==> config.mk <==
export PLATFORM = sky130hd
export DESIGN_NAME = au_gray2bin_pipe
export DESIGN_NICKNAME = d
export VERILOG_FILES = /design/src/rtl/au_gray2bin_pipe.sv
export SDC_FILE = /design/constraint.sdc
export NUM_CORES = 1
export LEC_CHECK = 0
export ABC_AREA = 0
export CORE_MARGIN = 3
export CORE_UTILIZATION = 37
export DETAILED_ROUTE_END_ITERATION = 8
export MAX_ROUTING_LAYER = met4
export PLACE_DENSITY = 0.77
export SYNTH_ARGS = -nofsm -noshare
export SYNTH_HDL_FRONTEND = slang
export SYNTH_SLANG_ARGS = --single-unit
==> constraint.sdc <==
create_clock -name clk -period 0.8 [get_ports clk]
set_input_delay 0.16 -clock clk [delete_from_list [all_inputs] [get_ports clk]]
set_output_delay 0.16 -clock clk [all_outputs]
set_load 0.03 [all_outputs]
==> src/rtl/au_gray2bin_pipe.sv <==
// au_gray2bin_pipe: Gray-code to binary converter with one registered output stage.
// The suffix-XOR (MSB downward) is built by the network chosen with ARCH:
//   0 = ripple chain, 1 = Sklansky, 2 = Kogge-Stone, 3 = Brent-Kung, others = ripple.
// Ports:
//   clk    - clock, rising edge
//   rst_n  - asynchronous active-low reset, clears b and b_vld
//   g      - Gray-coded input word, sampled when g_vld is high
//   g_vld  - input qualifier
//   b      - registered binary result
//   b_vld  - high for one cycle when b holds a new result
module au_gray2bin_pipe #(
  parameter int unsigned WIDTH = 8,
  parameter int unsigned ARCH  = 0
) (
  input  logic             clk,
  input  logic             rst_n,
  input  logic [WIDTH-1:0] g,
  input  logic             g_vld,
  output logic [WIDTH-1:0] b,
  output logic             b_vld
);

  // Tree depth; at least one level so WIDTH = 1 still elaborates cleanly.
  localparam int unsigned LVL  = (WIDTH > 1) ? $clog2(WIDTH) : 1;
  localparam int unsigned SEL  = (ARCH >= 1 && ARCH <= 3) ? ARCH : 0;
  localparam int unsigned NLEV = (SEL == 3) ? 2 * LVL : LVL;

  // Partner index that bit j combines with at tree level m, or -1 to pass through.
  // Indices are in reversed order (0 = input MSB), so the suffix-XOR becomes a prefix-XOR.
  function automatic int partner(input int sel, input int m, input int j);
    int r;
    int l;
    r = -1;
    l = 0;
    if (sel == 2) begin
      l = m;
      if (j >= (1 << l)) r = j - (1 << l);
    end else if (sel == 1) begin
      l = m;
      if (((j >> l) & 1) == 1) r = ((j >> (l + 1)) << (l + 1)) + (1 << l) - 1;
    end else if (sel == 3) begin
      if (m < int'(LVL)) begin
        // Up-sweep: complete power-of-two aligned groups.
        l = m;
        if (((j + 1) % (1 << (l + 1))) == 0) r = j - (1 << l);
      end else begin
        // Down-sweep: fill in the intermediate positions.
        l = 2 * int'(LVL) - 1 - m;
        if ((((j + 1) % (1 << (l + 1))) == (1 << l)) && (j >= (1 << (l + 1))))
          r = j - (1 << l);
      end
    end
    return r;
  endfunction

  logic [WIDTH-1:0] rev_g;
  logic [WIDTH-1:0] pfx;
  logic [WIDTH-1:0] b_nxt;

  // Bit-reverse in and out so every network is a plain prefix-XOR from index 0.
  for (genvar j = 0; j < WIDTH; j++) begin : g_rev
    assign rev_g[j]             = g[WIDTH-1-j];
    assign b_nxt[WIDTH-1-j]     = pfx[j];
  end

  if (SEL == 0) begin : g_ripple
    // Serial chain: each bit extends the running XOR of the bit before it.
    for (genvar j = 0; j < WIDTH; j++) begin : g_rip
      logic p;
      if (j == 0) begin : g_head
        assign p = rev_g[0];
      end else begin : g_link
        assign p = g_rip[j-1].p ^ rev_g[j];
      end
      assign pfx[j] = p;
    end
  end else begin : g_tree
    // One generate block per tree level; each level reads only the previous one.
    for (genvar m = 0; m < NLEV; m++) begin : g_lvl
      logic [WIDTH-1:0] src;
      logic [WIDTH-1:0] s;
      if (m == 0) begin : g_first
        assign src = rev_g;
      end else begin : g_next
        assign src = g_lvl[m-1].s;
      end
      for (genvar j = 0; j < WIDTH; j++) begin : g_bit
        localparam int P = partner(int'(SEL), m, j);
        if (P >= 0) begin : g_op
          assign s[j] = src[j] ^ src[P];
        end else begin : g_pass
          assign s[j] = src[j];
        end
      end
    end
    assign pfx = g_lvl[NLEV-1].s;
  end

  // Output register: load on g_vld, hold otherwise; valid is a one-cycle echo of g_vld.
  always_ff @(posedge clk or negedge rst_n) begin
    if (!rst_n) begin
      b     <= '0;
      b_vld <= 1'b0;
    end else begin
      b_vld <= g_vld;
      if (g_vld) b <= b_nxt;
    end
  end

endmodule

==> out/qor.yml, run 1 <==
synth_fp_nets: 57
fin_area_mm2: 0.00107
crit_path_end_kind: "flip-flop"
gp_congestion: 0.676
synth_cell_type_count: 18
rsz0062_at_grt: "true"
hpwl_um: 949
violations: "setup timing"
tns_ps: -2940
grt_pass1_wl_um: 2440
core_area_mm2: 0.00122
r2r_cells: 4
wirelength_um: 1630
die_area_mm2: 0.00190
drv_cap: 0
hold_violations: 0
layout-drive-gt1-share_pct: 61.1
clk_pin_slew_ps: 70
antenna_found_initial: 0
finalMaxSlewViolations: 0
placed_area_um2: 842
syn-cell-area_um2: 522
post-route-period-util_pct: 145
initial_utilization_pct: 42.9
drcViolationCount: 0
synth_top_area_share_pct: 43.2
hold_buffers: 0
finalPower_uw: 2190
finalSetupViolations: 15
h-tree-depth: 1
clockBufferDepth: 2
ios: 20
outcome: "complete, but fails checks"
register_area_um2: 228
diodes: 0
slew-limit-headroom_pct: 82.7
critPathLaunch: "g[6]"
fmax_mhz: 864
multiInputGateArea_um2: 375
overflow: 0
nFillCells: 57
grt_max_degree: 10
start_kind: "primary input"
syn_to_final_growth_pct: 106
critical_path_class: "in -> reg"
grt_use_total_pct: 18.2
syn_avg_cell_area_um2: 11.3
first_pass_iters: 2
clk_latency_ps: 270
fin_hold_ws_ps: 159
drtAntennaViolNets: 0
arrival_ps: 1310
cp_max_fo: 3
root_buffer: "clkbuf_4"
fin_crit_ps: 1160
row_count: 12
cp_data_required_time_ps: 950
p_int_uw: 1430
ir_worst_vdd_v: 0.00162
tritoncts: "yes"
p_per_area_mw_per_mm2: 2040
via_per_inst: 4.90
fp.dieW_um: 43.6
vias: 510
rr_startpoint: "b[0]$_DFFE_PN0P_"
synth_area_leaders: "dfrtp_1 (43%), xnor2_1 (12%), xnor2_2 (9.4%), mux2_2 (8.6%), a21oi_1 (4.8%)"
synth_seq_cells: 9
r2r_slack_ps: -80
wire_per_inst_um: 15.6
first_iter_violations: 6
tightest_slew_ps: 260
hold_class: "in -> reg"
netSwitchingFraction_pct: 34.8
grt_pass1_vias: 525
setup_ws_ps: -357
port-buffer-count: 19
p_seq_share_pct: 28.6
synth_warnings: 0
dieHeight_um: 43.6
leakagePower_uw: 0.000511
fin_nets: 102
numCtsBuffers: 3
fin_skew_ps: 0
clkSinkCount: 9
power_switching_uw: 761
worst_r2r_endpoint: "b[0]$_DFFE_PN0P_"
p_comb_share_pct: 54.3
syn_inst: 46
yosysSeqAreaShare_pct: 43.2
synth_top_area_cell: "dfrtp_1"
pwr-share-clk_pct: 17.2
critical_path.endpoint: "b[0]$_DFFE_PN0P_"
-- flip-flops by register name (all words and copies together) (netlist names) --
register,count
b_vld,1
b,8
-- repair_timing --
item / CTS / global route
resized for setup: 46 / 15
pin swaps: 8 / 10
setup endpoints to repair: 17 / 15
buffers inserted: 7 / 4
-- layout make-up --
cell class / instances / share of cell area, %
timing repair buffer: 42 / 39.0
tap: 14 / 1.63
inverter: 2 / 0.699
sequential: 9 / 21.2
multi-input combinational: 33 / 35.0
clock buffer: 4 / 2.45
-- cell usage in the layout (no fill, tap or decap), types with 4 or more instances in the layout --
cell,n
buf_6,16
buf_4,16
dfrtp_1,7
dlygate4sd2_1,5
xnor2_4,4
nor2_1,4
a21oi_1,4
mux2_4,4
-- cell usage after synthesis (all sizes together) --
cell type,instances
o211ai,1
xnor3,1
nand3,1
nand2b,1
inv,2
nand3b,1
nand2,2
clkbuf,1
mux2,4
dfrtp,9
nor2,4
buf,1
nor3,1
a21oi,5
or4b,1
o31ai,1
xnor2,10
-- cell families (layout without fill, tap and decap cells) --
family,count (synthesis),after routing,share of synthesized area [%]
buffers and inverters,4,48,4.32
AND/OR/NAND/NOR,11,11,10.8
flip-flops,9,9,43.2
AO/OA/AOI/OAI,7,7,7.67
multiplexers,4,4,8.63
XOR/XNOR,11,11,25.4
-- power by group through the flow --
stage	logic, uW	clock network [uW]	registers [uW]
5_1_grt	1240	418	633
3_3_place_gp	821	0	604
2_1_floorplan	289	0	792
6_report	1190	375	625
4_1_cts	1050	377	618
3_5_place_dp	837	0	609
-- critical path, cell delays in order --
cell	delay [ps]
buf_8	100
xnor2_4	260
xnor2_4	100
or4b_1	480
o211ai_1	110
o31ai_1	100
-- per-layer routing --
layer,up-vias,routed length [um],track usage [%]
met4,0,0,0
met3,0,65,7.47
met1,249,668,19.5
met2,16,893,32.8
li1,245,-,-
met5,-,0,-
-- worst min-delay path by stage --
stage	startpoint	to	slack, ps	cells after the start
after detailed placement	b[0]$_DFFE_PN0P_	b[0]$_DFFE_PN0P_	480	2
after floorplan	rst_n	b[0]$_DFFE_PN0P_	-140	0
after global routing	g[7]	b[7]$_DFFE_PN0P_	140	2
after CTS	g[7]	b[7]$_DFFE_PN0P_	160	2
final	g[7]	b[7]$_DFFE_PN0P_	160	2
after global placement	b[0]$_DFFE_PN0P_	b[0]$_DFFE_PN0P_	470	2
-- metrics by stage --
stage / util [%] / setup slack [ps] / std cells
finish: 88.3 / -357 / 104
global placement: 69.2 / -1010 / 91
CTS: 82.9 / -366 / 102
global route: 88.3 / -377 / 104
floorplan: - / -468 / 46
detailed placement: 69.2 / -1040 / 91
(Power assumes the default switching activity.)
==> run 2: changes to the inputs <==
--- a/config.mk
+++ b/config.mk
@@ -6,7 +6,7 @@
 export NUM_CORES = 1
 export LEC_CHECK = 0
 export ABC_AREA = 0
-export CORE_MARGIN = 3
+export CAP_MARGIN = 20
 export CORE_UTILIZATION = 37
 export DETAILED_ROUTE_END_ITERATION = 8
 export MAX_ROUTING_LAYER = met4
==> constraint.sdc (replaced) <==
create_clock -name clk -period 1 [get_ports clk]
set_input_delay 0.2 -clock clk [delete_from_list [all_inputs] [get_ports clk]]
set_output_delay 0.2 -clock clk [all_outputs]
set_load 0.03 [all_outputs]
==> run 2 against run 1 <==
The flow still finishes with violations (setup timing). Flip-flop and latch count unchanged. Critical path depth is 1 higher. Total power decreased by 19%. Register-to-register slack better by 170 ps. Highest routed layer is now met4. Utilization down 5.2 points. Final cell count up 1.9%. Routed wire length is 2.6% lower. Largest cell class unchanged. Clock skew is the same. Die area down 18%. Combinational power is 17% lower. Sequential share of layout area is 0.38 points lower.
==> out/qor.yml, run 2 (synthesis results as in run 1) <==
die_area_mm2: 0.00156  # -18%
root_buffer: "clkbuf_4"
via_per_inst: 4.77  # -2.7%
tritoncts: "yes"
fp.dieW_um: 39.6  # -9.2%
crit_path_end_kind: "flip-flop"
p_seq_share_pct: 27.8  # -0.8 points
slew-limit-headroom_pct: 83.3  # +0.68 points
dieHeight_um: 39.6  # -9.2%
start_kind: "primary input"
fin_crit_ps: 1220
violations: "setup timing"
first_pass_iters: 4  # +2
power_switching_uw: 612  # -20%
critical_path_class: "in -> reg"
finalMaxSlewViolations: 0  # unchanged
grt_pass1_vias: 512  # -2.5%
tns_ps: -804  # +2140 ps
first_iter_violations: 14  # +8
cp_max_fo: 3  # unchanged
rsz0062_at_grt: "true"
grt_use_total_pct: 24.9  # +6.8 points
clockBufferDepth: 2  # unchanged
core_area_mm2: 0.00130  # +7.0%
wirelength_um: 1590  # -2.6%
drcViolationCount: 0  # unchanged
clkSinkCount: 9  # unchanged
numCtsBuffers: 3  # unchanged
gp_congestion: 0.781  # +16%
cp_data_required_time_ps: 1160  # +210 ps
outcome: "complete, but fails checks"
fin_nets: 103  # +0.98%
final_cell_mix: "buf_4 (18), buf_6 (14), dfrtp_1 (9)"
leakagePower_uw: 0.000515  # +0.63%
hpwl_um: 845  # -11%
vias: 506  # -0.78%
ios: 20  # unchanged
grt_pass1_wl_um: 2460  # +0.86%
layout-drive-gt1-share_pct: 60.4  # -0.67 points
nFillCells: 74  # +30%
hold_violations: 0  # unchanged
drtAntennaViolNets: 0  # unchanged
row_count: 13  # +1
overflow: 0  # unchanged
initial_utilization_pct: 40.1  # -2.8 points
post-route-period-util_pct: 122
fin_skew_ps: 0  # unchanged
largestRegisters: "b (8), b_vld (1)"
largest_register: "b"
placed_area_um2: 821  # -2.5%
tightest_slew_ps: 250  # -10.2 ps
p_per_area_mw_per_mm2: 1640  # -19%
setup_ws_ps: -225  # +133 ps
h-tree-depth: 1  # unchanged
netSwitchingFraction_pct: 34.4  # -0.34 points
largest_register_ffs: 8  # unchanged
pwr-share-clk_pct: 16.7  # -0.5 points
finalSetupViolations: 11  # -4
arrival_ps: 1390  # +80 ps
place_ws_ps: -897  # +143 ps
p_int_uw: 1160  # -18%
antenna_found_initial: 0  # unchanged
fmax_mhz: 817
grt_max_degree: 10  # unchanged
final_common_cell: "buf_4"
syn_to_final_growth_pct: 107
ir_worst_vdd_v: 0.00112  # -31%
p_comb_share_pct: 55.5  # +1.2 points
clk_latency_ps: 270  # about the same
hold_class: "in -> reg"
port-buffer-count: 19  # unchanged
drv_cap: 0  # unchanged
wire_per_inst_um: 15.0  # -4.4%
fin_area_mm2: 0.00108  # +0.70%
clk_pin_slew_ps: 70  # about the same
diodes: 0  # unchanged
-- run 2: cell types whose count changed in the layout (fill, tap and decap cells not counted) --
cell	delta
buf_4	+2
buf_6	-2
buf_8	+1
clkdlybuf4s50_1	+1
dfrtp_1	+2
dfrtp_2	-2
dlygate4sd2_1	-1
mux2_2	+1
mux2_4	-1
or4b_1	-1
or4b_4	+1
-- run 2: path summary, 6_finish.rpt --
path                       slack (ps)                to        startpoint  depth (start not counted)
max                              -220  b[0]$_DFFE_PN0P_              g[6]                          7
min                               190  b[7]$_DFFE_PN0P_              g[7]                          2
max reg2reg                        90  b[3]$_DFFE_PN0P_  b[3]$_DFFE_PN0P_                          2
min reg2reg                       570  b[4]$_DFFE_PN0P_  b[4]$_DFFE_PN0P_                          2
max in group asynchronous         620  b[5]$_DFFE_PN0P_             rst_n                          2
min in group asynchronous         240  b[6]$_DFFE_PN0P_             rst_n                          2
-- run 2: layout make-up --
type	count	area, um^2	area share (%)
sequential	9	225	20.8
multi-input combinational	33	375	34.7
clock buffer	4	26.3	2.43
tap	15	18.8	1.74
timing repair buffer	43	428	39.6
inverter	2	7.51	0.694
-- run 2: power by group through the flow --
stage                     clock [uW]  combinational [uW]  sequential [uW]
after detailed placement           0                 658              484
final                            298                 985              494
after CTS                        294                 897              493
after floorplan                    0                 231              631
after global routing             318                1030              501
after global placement             0                 643              481
-- run 2: routing by layer --
layer	track usage, %	vias to the layer above	wire [um]
li1	-	244	-
met1	31.9	238	648
met2	37.3	22	807
met3	10.2	2	110
met4	4.31	0	18
met5	-	-	0
-- run 2: worst max-delay path, cell delays in order --
cell and delay [ps]:
buf_8 100, xnor2_4 250, buf_6 140, xnor3_1 310
nand2b_4 160, a21oi_2 140, o31ai_1 80
-- run 2: through the flow --
stage               util [%]  cells  hold slack (ps)  power [uW]
floorplan                  -     46            -95.6         862
global placement        63.1     91              473        1120
detailed placement      63.1     91              472        1140
CTS                     78.8    102              189        1680
global route            83.1    106              180        1850
finish                  83.1    106              187        1780
-- run 2: timing repair --
action | in CTS | in global routing
cloned | 0 | 0
pin swaps | 11 | 8
endpoints found under the setup margin | 15 | 15
hold buffers | 0 | 0
gates resized for setup | 52 | 6
buffers inserted | 7 | 4
